### src/rtl/regfile_dump_reader.sv
// regfile_dump_reader: walks an inclusive register index range two at a time and streams the values out.
// Optional checksum word at the end of the dump when REGDUMP_CSUM_EN is defined.
module regfile_dump_reader #(
  parameter int DATA_W = 32,
  parameter int IDX_W  = 5
) (
  input  logic              clk,
  input  logic              rst,
  input  logic              start,
  input  logic [IDX_W-1:0]  first_idx,
  input  logic [IDX_W-1:0]  last_idx,
  output logic [IDX_W-1:0]  rf_raindex,
  output logic [IDX_W-1:0]  rf_rbindex,
  input  logic [DATA_W-1:0] rf_outa,
  input  logic [DATA_W-1:0] rf_outb,
  output logic [DATA_W-1:0] dout_data,
  output logic [IDX_W-1:0]  dout_index,
  output logic              dout_valid,
  input  logic              dout_ready,
  output logic              dout_last,
  output logic              dout_csum,
  output logic              busy,
  output logic              done
);

  typedef enum logic [2:0] {
    S_IDLE   = 3'd0,
    S_FETCH  = 3'd1,
    S_SEND_A = 3'd2,
    S_SEND_B = 3'd3,
`ifdef REGDUMP_CSUM_EN
    S_CSUM   = 3'd4,
`endif
    S_DONE   = 3'd5
  } state_t;

  state_t state, state_nxt;

  logic [IDX_W-1:0]  cur, end_idx;
  logic [DATA_W-1:0] buf_a, buf_b;
  logic              pair_b;
  logic [IDX_W-1:0]  cur_p1, first_p1;
  logic              b_is_end;
  logic              xfer;
  logic              finish;

  assign cur_p1   = cur + IDX_W'(1);
  assign first_p1 = first_idx + IDX_W'(1);
  assign b_is_end = (cur_p1 == end_idx);
  assign xfer     = dout_valid & dout_ready;

`ifdef REGDUMP_CSUM_EN
  logic [DATA_W-1:0] csum;
`endif

  always_ff @(posedge clk or posedge rst) begin
    if (rst) state <= S_IDLE;
    else     state <= state_nxt;
  end

  always_comb begin
    state_nxt  = state;
    finish     = 1'b0;
    dout_valid = 1'b0;
    dout_data  = '0;
    dout_index = '0;
    dout_last  = 1'b0;
    dout_csum  = 1'b0;
    busy       = 1'b1;
    done       = 1'b0;
    case (state)
      S_IDLE: begin
        busy = 1'b0;
        if (start) state_nxt = S_FETCH;
      end
      S_FETCH: state_nxt = S_SEND_A;
      S_SEND_A: begin
        dout_valid = 1'b1;
        dout_data  = buf_a;
        dout_index = cur;
`ifndef REGDUMP_CSUM_EN
        dout_last  = ~pair_b;
`endif
        if (xfer) begin
          if (pair_b) state_nxt = S_SEND_B;
          else        finish    = 1'b1;
        end
      end
      S_SEND_B: begin
        dout_valid = 1'b1;
        dout_data  = buf_b;
        dout_index = cur_p1;
`ifndef REGDUMP_CSUM_EN
        dout_last  = b_is_end;
`endif
        if (xfer) begin
          if (b_is_end) finish    = 1'b1;
          else          state_nxt = S_FETCH;
        end
      end
`ifdef REGDUMP_CSUM_EN
      S_CSUM: begin
        dout_valid = 1'b1;
        dout_data  = csum;
        dout_csum  = 1'b1;
        dout_last  = 1'b1;
        if (xfer) state_nxt = S_DONE;
      end
`endif
      S_DONE: begin
        busy      = 1'b0;
        done      = 1'b1;
        state_nxt = S_IDLE;
      end
      default: begin
        busy      = 1'b0;
        state_nxt = S_IDLE;
      end
    endcase
    if (finish) begin
`ifdef REGDUMP_CSUM_EN
      state_nxt = S_CSUM;
`else
      state_nxt = S_DONE;
`endif
    end
  end

  // Read-port indices are only updated on entry to FETCH so they are stable for the whole fetch cycle.
  always_ff @(posedge clk or posedge rst) begin
    if (rst) begin
      cur        <= '0;
      end_idx    <= '0;
      buf_a      <= '0;
      buf_b      <= '0;
      pair_b     <= 1'b0;
      rf_raindex <= '0;
      rf_rbindex <= '0;
    end else begin
      case (state)
        S_IDLE: if (start) begin
          cur        <= first_idx;
          end_idx    <= last_idx;
          rf_raindex <= first_idx;
          rf_rbindex <= first_p1;
        end
        S_FETCH: begin
          buf_a  <= rf_outa;
          buf_b  <= rf_outb;
          pair_b <= (cur != end_idx);
        end
        S_SEND_B: if (xfer && !b_is_end) begin
          cur        <= cur + IDX_W'(2);
          rf_raindex <= cur + IDX_W'(2);
          rf_rbindex <= cur + IDX_W'(3);
        end
        default: ;
      endcase
    end
  end

`ifdef REGDUMP_CSUM_EN
  always_ff @(posedge clk or posedge rst) begin
    if (rst) begin
      csum <= '0;
    end else if (state == S_IDLE && start) begin
      csum <= '0;
    end else if (xfer && state == S_SEND_A) begin
      csum <= csum ^ buf_a;
    end else if (xfer && state == S_SEND_B) begin
      csum <= csum ^ buf_b;
    end
  end
`endif

endmodule

### config.mk
export PLATFORM = sky130hd
export DESIGN_NAME = regfile_dump_reader
export DESIGN_NICKNAME = d
export VERILOG_FILES = /design/src/rtl/regfile_dump_reader.sv
export SDC_FILE = /design/constraint.sdc
export NUM_CORES = 1
export LEC_CHECK = 0
export BUFFER_PORTS_ARGS = -buffer_cell sky130_fd_sc_hd__buf_2
export CAP_MARGIN = 30
export CORE_MARGIN = 2
export CORE_UTILIZATION = 50
export CTS_CLUSTER_SIZE = 28
export DETAILED_ROUTE_END_ITERATION = 8
export PLACE_DENSITY = 0.76
export SYNTH_ARGS = -nofsm -noshare
export SYNTH_HDL_FRONTEND = slang
export SYNTH_SLANG_ARGS = --single-unit
### constraint.sdc
create_clock -name clk -period 2.45 [get_ports clk]
set_input_delay 0 -clock clk [delete_from_list [all_inputs] [get_ports clk]]
set_output_delay 0 -clock clk [all_outputs]
set_load 0.01 [all_outputs]
# --- After elaboration in Yosys (flattened, before gate mapping) ---
# Cells that the tools add are included.
totals:
  ff_bits: 83
  mem_bits_ro: 0
  inputBits: 78
  ramBits: 0
  mem_count: 0
  latch_bits: 0
  output_inout_bits: 52
op_classes:
  n_bitwise: 2
  n_mul: 0
  div_mod_pow: 0
  shift: 0
  n_mux: 24
  order_cmp: 0
  eq_ne: 13
  add_sub_neg: 4
  reduce_logical: 9
ops:
  columns: ["operator", "n"]
  rows:
  - ["$pmux W32 S2", 1]
  - ["$pmux W5 S2", 3]
  - ["$mux W5", 4]
  - ["$mux W3", 6]
  - ["$ne A3 B3 Y1 const B", 5]
  - ["$pmux W3 S4", 1]
  - ["$add A5 B1 Y5 const B", 2]
  - ["$add A5 B2 Y5 const B", 2]
  - ["$mux W1", 7]
  - ["$eq A3 B2 Y1 const B", 2]
  - ["$eq A5 B5 Y1", 1]
  - ["$ne A5 B5 Y1", 1]
  - ["$reduce_and A5 Y1", 1]
  - ["$ne A2 B2 Y1 const B", 2]
  - ["$pmux W1 S2", 2]
  - ["$eq A3 B1 Y1 const B", 1]
  - ["$eq A3 B3 Y1 const B", 1]
  - ["$logic_not A3 Y1", 1]
  - ["$reduce_and A3 Y1", 1]
  - ["$reduce_or A3 Y1", 1]
  - ["$reduce_and A2 Y1", 1]
  - ["$reduce_bool A2 Y1", 1]
  - ["$reduce_or A2 Y1", 1]
  - ["$and A1 B1 Y1", 1]
  - ["other kinds (3)", 3]

# --- Longest topological paths before layout ---
logic_depth:
  depth_word: 8
  ltp_mapped: 8

# --- Worst setup path before layout ---
# No wires, ideal clock.
synth_path:
  path_type: "flip-flop to flip-flop"
  start: "reg cur[0]"
  end: "reg rf_rbindex[0]"
  t_arrival_ns: 2.069
  stages_incl_launch_ff: 8
  required_ns: 2.325
  n_path_buf: 1
  synth_period_minus_slack_ns: 2.194
  setup_ns: 0.125
  path_slack_ns: 0.256
  path_cell_list: "dfrtp_1 clkbuf_1 inv_1 ha_1 xor2_1 nor4_4 a21oi_4 mux2_4"
synth_between:
  elab_chain_len: 6
  elab_cells_between_ends: 9
synth_lines:
  columns: ["element", "line_no", "source"]
  rows:
  - ["start: declaration", "39", "logic [IDX_W-1:0] cur, end_idx;"]
  - ["start signal: assignment", "142", "cur <= first_idx;"]
  - ["start signal: assignment", "153", "cur <= cur + IDX_W'(2);"]
  - ["$add A5 B1 Y5", "47", "assign cur_p1 = cur + IDX_W'(1);"]
  - ["$eq A5 B5 Y1", "49", "assign b_is_end = (cur_p1 == end_idx);"]
  - ["$logic_not A1 Y1", "152", "S_SEND_B: if (xfer && !b_is_end) begin"]
  - ["$logic_and A1 B1 Y1", "152", null]
  - ["$ne A2 B2 Y1 (no line)", null, null]
  - ["$reduce_and A3 Y1 (no line)", null, null]
  - ["end signal: assignment", "145", "rf_rbindex <= first_p1;"]
  - ["end signal: assignment", "155", "rf_rbindex <= cur + IDX_W'(3);"]
  - ["end: declaration", "13", "output logic [IDX_W-1:0] rf_rbindex,"]
# Parallel ways exist; a longest one is shown, timed or not. The select of a mux whose other input is x is not followed.
# A chain may end at the register's enable or synchronous reset.

# --- Worst setup path after layout ---
layout_path:
  start: "reg cur[2]"
  end: "out dout_last"
layout_between:
  elab_chain_len: 3
layout_lines:
  columns: ["element", "line_no", "source"]
  rows:
  - ["$add A5 B1 Y5", "47", null]
  - ["$eq A5 B5 Y1", "49", null]
  - ["$pmux W1 S2", "71", "case (state)"]
  - ["end: declaration", "20", "output logic dout_last,"]
# Every way passes these cells.

==> results.toml <==
[global_routing]
grt_pass1_wl_mm = 17.5
grt_overflow = 0
antenna_found_initial = 0
grtUsageTotal_pct = 25.3
grt_max_degree = 84
grt_pass1_vias = 3629

[power]
seqPwrFrac_pct = 33.3
power.share.combinational_pct = 52.3
p_leak_nw = 2.80
ir_drop_v = 0.000719
power.density_nw_per_um2 = 1320
switching_power_mw = 3.07
netSwitchingFraction_pct = 39.6
p_int_mw = 4.69
clockPowerShare_pct = 14.4

[setup_path]
worstPathCellList = "ha_1 -> nand2_1 -> xor2_1 -> nor4_4 -> and2_2 -> a21o_1 -> buf_2"
reg2reg_setup_slack_ns = 0.33
cp_slowest_cell = "dfrtp_1"
end_kind = "output pin"
worstSetupStartpointType = "flop"
rr_endpoint = "rf_rbindex[4]"
crit_required_ns = 2.45
crit_type = "reg -> out"
slowest_delay_ns = 0.53
reg2reg_depth = 5
r2r_start = "cur[2]"
worstPathArrival_ns = 2.29
cp_max_fo = 8

[routing]
firstDrtPassIters = 4
wire_per_inst_um = 17.0
dr_total_vias = 3443
vias_per_cell = 5.24
drt_iter0_markers = 91
ant_nets = 0
totalWireLength_mm = 11.2
drc = 0

[synth]
syn_nets = 432
ys_seq_area_share_pct = 49.7
yosysWarnings = 0
synth_cell_type_count = 40
netlist_instances = 349
avgSynthCellArea_um2 = 12.0
ys_seq_elements = 83
synth_flop_cell = "dfrtp_1"
async_flop_share_pct = 100
syn_area_um2 = 4180
synth_edf_count = 0

[final_layout]
area_delta_synth_final_pct = 41.0
fin_nets = 630
fin_cells = 657
most-common-layout-cells = "buf_2, dfrtp_1, dlygate4sd3_1"
fin_util_pct = 72.1
final_common_cell = "buf_2"
num-fill-cells = 573
diodes = 0
drive_gt1_share_pct = 43.3

[clocking]
htree_levels = 3
cts-root-buf = "clkbuf_8"
cts.sinks = 83
clk_pin_slew_worst_paths_ns = 0.09
clock_path_buffers = 2
clock_latency_ns = 0.35
cts_inserted_buffers = 9
tritoncts = "built"

[die]
io_pins = 130
die_area_um2 = 9110
initial_core_util_pct = 51.1
core_area_um2 = 8180
rows = 33
die_h_um = 95.5
die_w_um = 95.5

[timing]
setup_slack_ns = 0.157
fin_setup_tns_ns = 0
drv_slew = 0
hold_viol = 0
fmax_mhz = 436
fin_crit_sh_pct = 93.6
skew_ns = 0.0111
tightest_slew_ns = 0.504
grt_setup_unrepaired = "no"
fin_crit_ns = 2.29
setup_viol = 0
relSlewSlack_pct = 66.2

[job]
drv_cap = 0

[run_status]
status = "completed"

[min_path]
hold_start = "first_idx[4]"
hold_path_class = "in -> reg"
holdPathStages = 3
holdPathEnd = "cur[4]"

[placement]
dp_slack_ns = 0.256
hpwl_mm = 6.52
place.gp.congestion = 0.866
io_buffers = 128
dpl.cell_count = 568
-- worst max-delay path: cells and delay by family, from the launching register on --
| kind | cells | cell delay, ns |
|---|---|---|
| buffers and inverters | 1 | 0.13 |
| AOI/OAI and AO/OA | 1 | 0.11 |
| adders and majority gates | 1 | 0.30 |
| DFF | 1 | 0.53 |
| xor gates and xnor gates | 1 | 0.17 |
| and+or+nand+nor | 3 | 0.69 |
-- how the worst max path moves through the flow --
stage	startpoint	end	slack, ns
after floorplan	cur[0]	rf_rbindex[0]	0.26
after global placement	cur[0]	rf_rbindex[4]	0.33
after detailed placement	cur[0]	rf_rbindex[4]	0.26
after CTS	cur[0]	dout_last	0.04
after global routing	cur[2]	dout_last	0.008
final	cur[2]	dout_last	0.16
-- power groups by stage --
| stage | Sequential, mW | Combinational, mW | Clock [mW] |
|---|---|---|---|
| 2_1_floorplan | 2.45 | 2.89 | 0 |
| 3_3_place_gp | 2.53 | 3.83 | 0 |
| 3_5_place_dp | 2.59 | 3.92 | 0 |
| 6_report | 2.59 | 4.06 | 1.11 |
| 5_1_grt | 2.68 | 4.42 | 1.19 |
| 4_1_cts | 2.57 | 4.03 | 1.13 |
-- layout make-up --
type,count,area (um2),area share [%]
clock buffers,9,124,2.10
clock inverters,7,98.8,1.68
inverters,8,31.3,0.530
multi-input cells,237,1970,33.4
flip-flops and latches,83,2080,35.3
well taps,105,131,2.23
repair buffers,208,1460,24.8
-- synth_stat cells (all sizes together), types with 2 or more instances --
| cell type | number | share of area (%) |
|---|---|---|
| dfrtp | 83 | 50 |
| mux2 | 75 | 21 |
| nor2 | 50 | 4.7 |
| mux2i | 34 | 8.1 |
| a21oi | 11 | 1.6 |
| buf | 11 | 1.3 |
| nand2 | 11 | 0.99 |
| clkbuf | 10 | 1.4 |
| xor2 | 9 | 1.9 |
| inv | 8 | 0.72 |
| xnor2 | 8 | 1.7 |
| o21ai | 7 | 0.84 |
| ha | 5 | 1.5 |
| nand3 | 5 | 0.60 |
| a211oi | 2 | 0.36 |
| nand4 | 2 | 0.30 |
| nor3 | 2 | 0.24 |
| nor4 | 2 | 0.66 |
-- state kept, by name (all words and copies together) (netlist names) --
name	flops
cur	5
buf_b	32
pair_b	1
end_idx	5
rf_rbindex	5
buf_a	32
state	3
-- metrics by stage --
stage          power [mW]  instance area [um2]  hold WS, ns
2_1_floorplan        5.34                 4180        0.139
3_3_place_gp         6.36                 4940        0.128
3_5_place_dp         6.51                 4940        0.134
4_1_cts              7.73                 5890      0.00604
5_1_grt              8.29                 5900       0.0638
6_report             7.76                 5900       0.0203
-- cell families after synthesis --
family | after synthesis | share of synthesized area (%)
other | 1 | 0.0897
AOI/OAI and AO/OA | 27 | 4.31
adders and majority gates | 5 | 1.50
xor gates and xnor gates | 17 | 3.56
buffers and inverters | 29 | 3.41
and+or+nand+nor | 78 | 8.59
DFF | 83 | 49.7
muxes | 109 | 28.9
-- routing by layer --
metal	track usage, %	wire length, um	part of all wire (%)
met1	28.9	4410	40
met2	46.3	5910	53
met3	5.38	620	5.6
met4	9.52	221	2.0
met5	0	0	0
-- what timing repair did --
action                     CTS  global route
resized for setup            0             2
setup endpoints to repair    0             1
hold endpoints to repair   156             0
hold buffers                73             0
setup buffers                0             0
No activity file was read; power rests on OpenSTA's default activity.
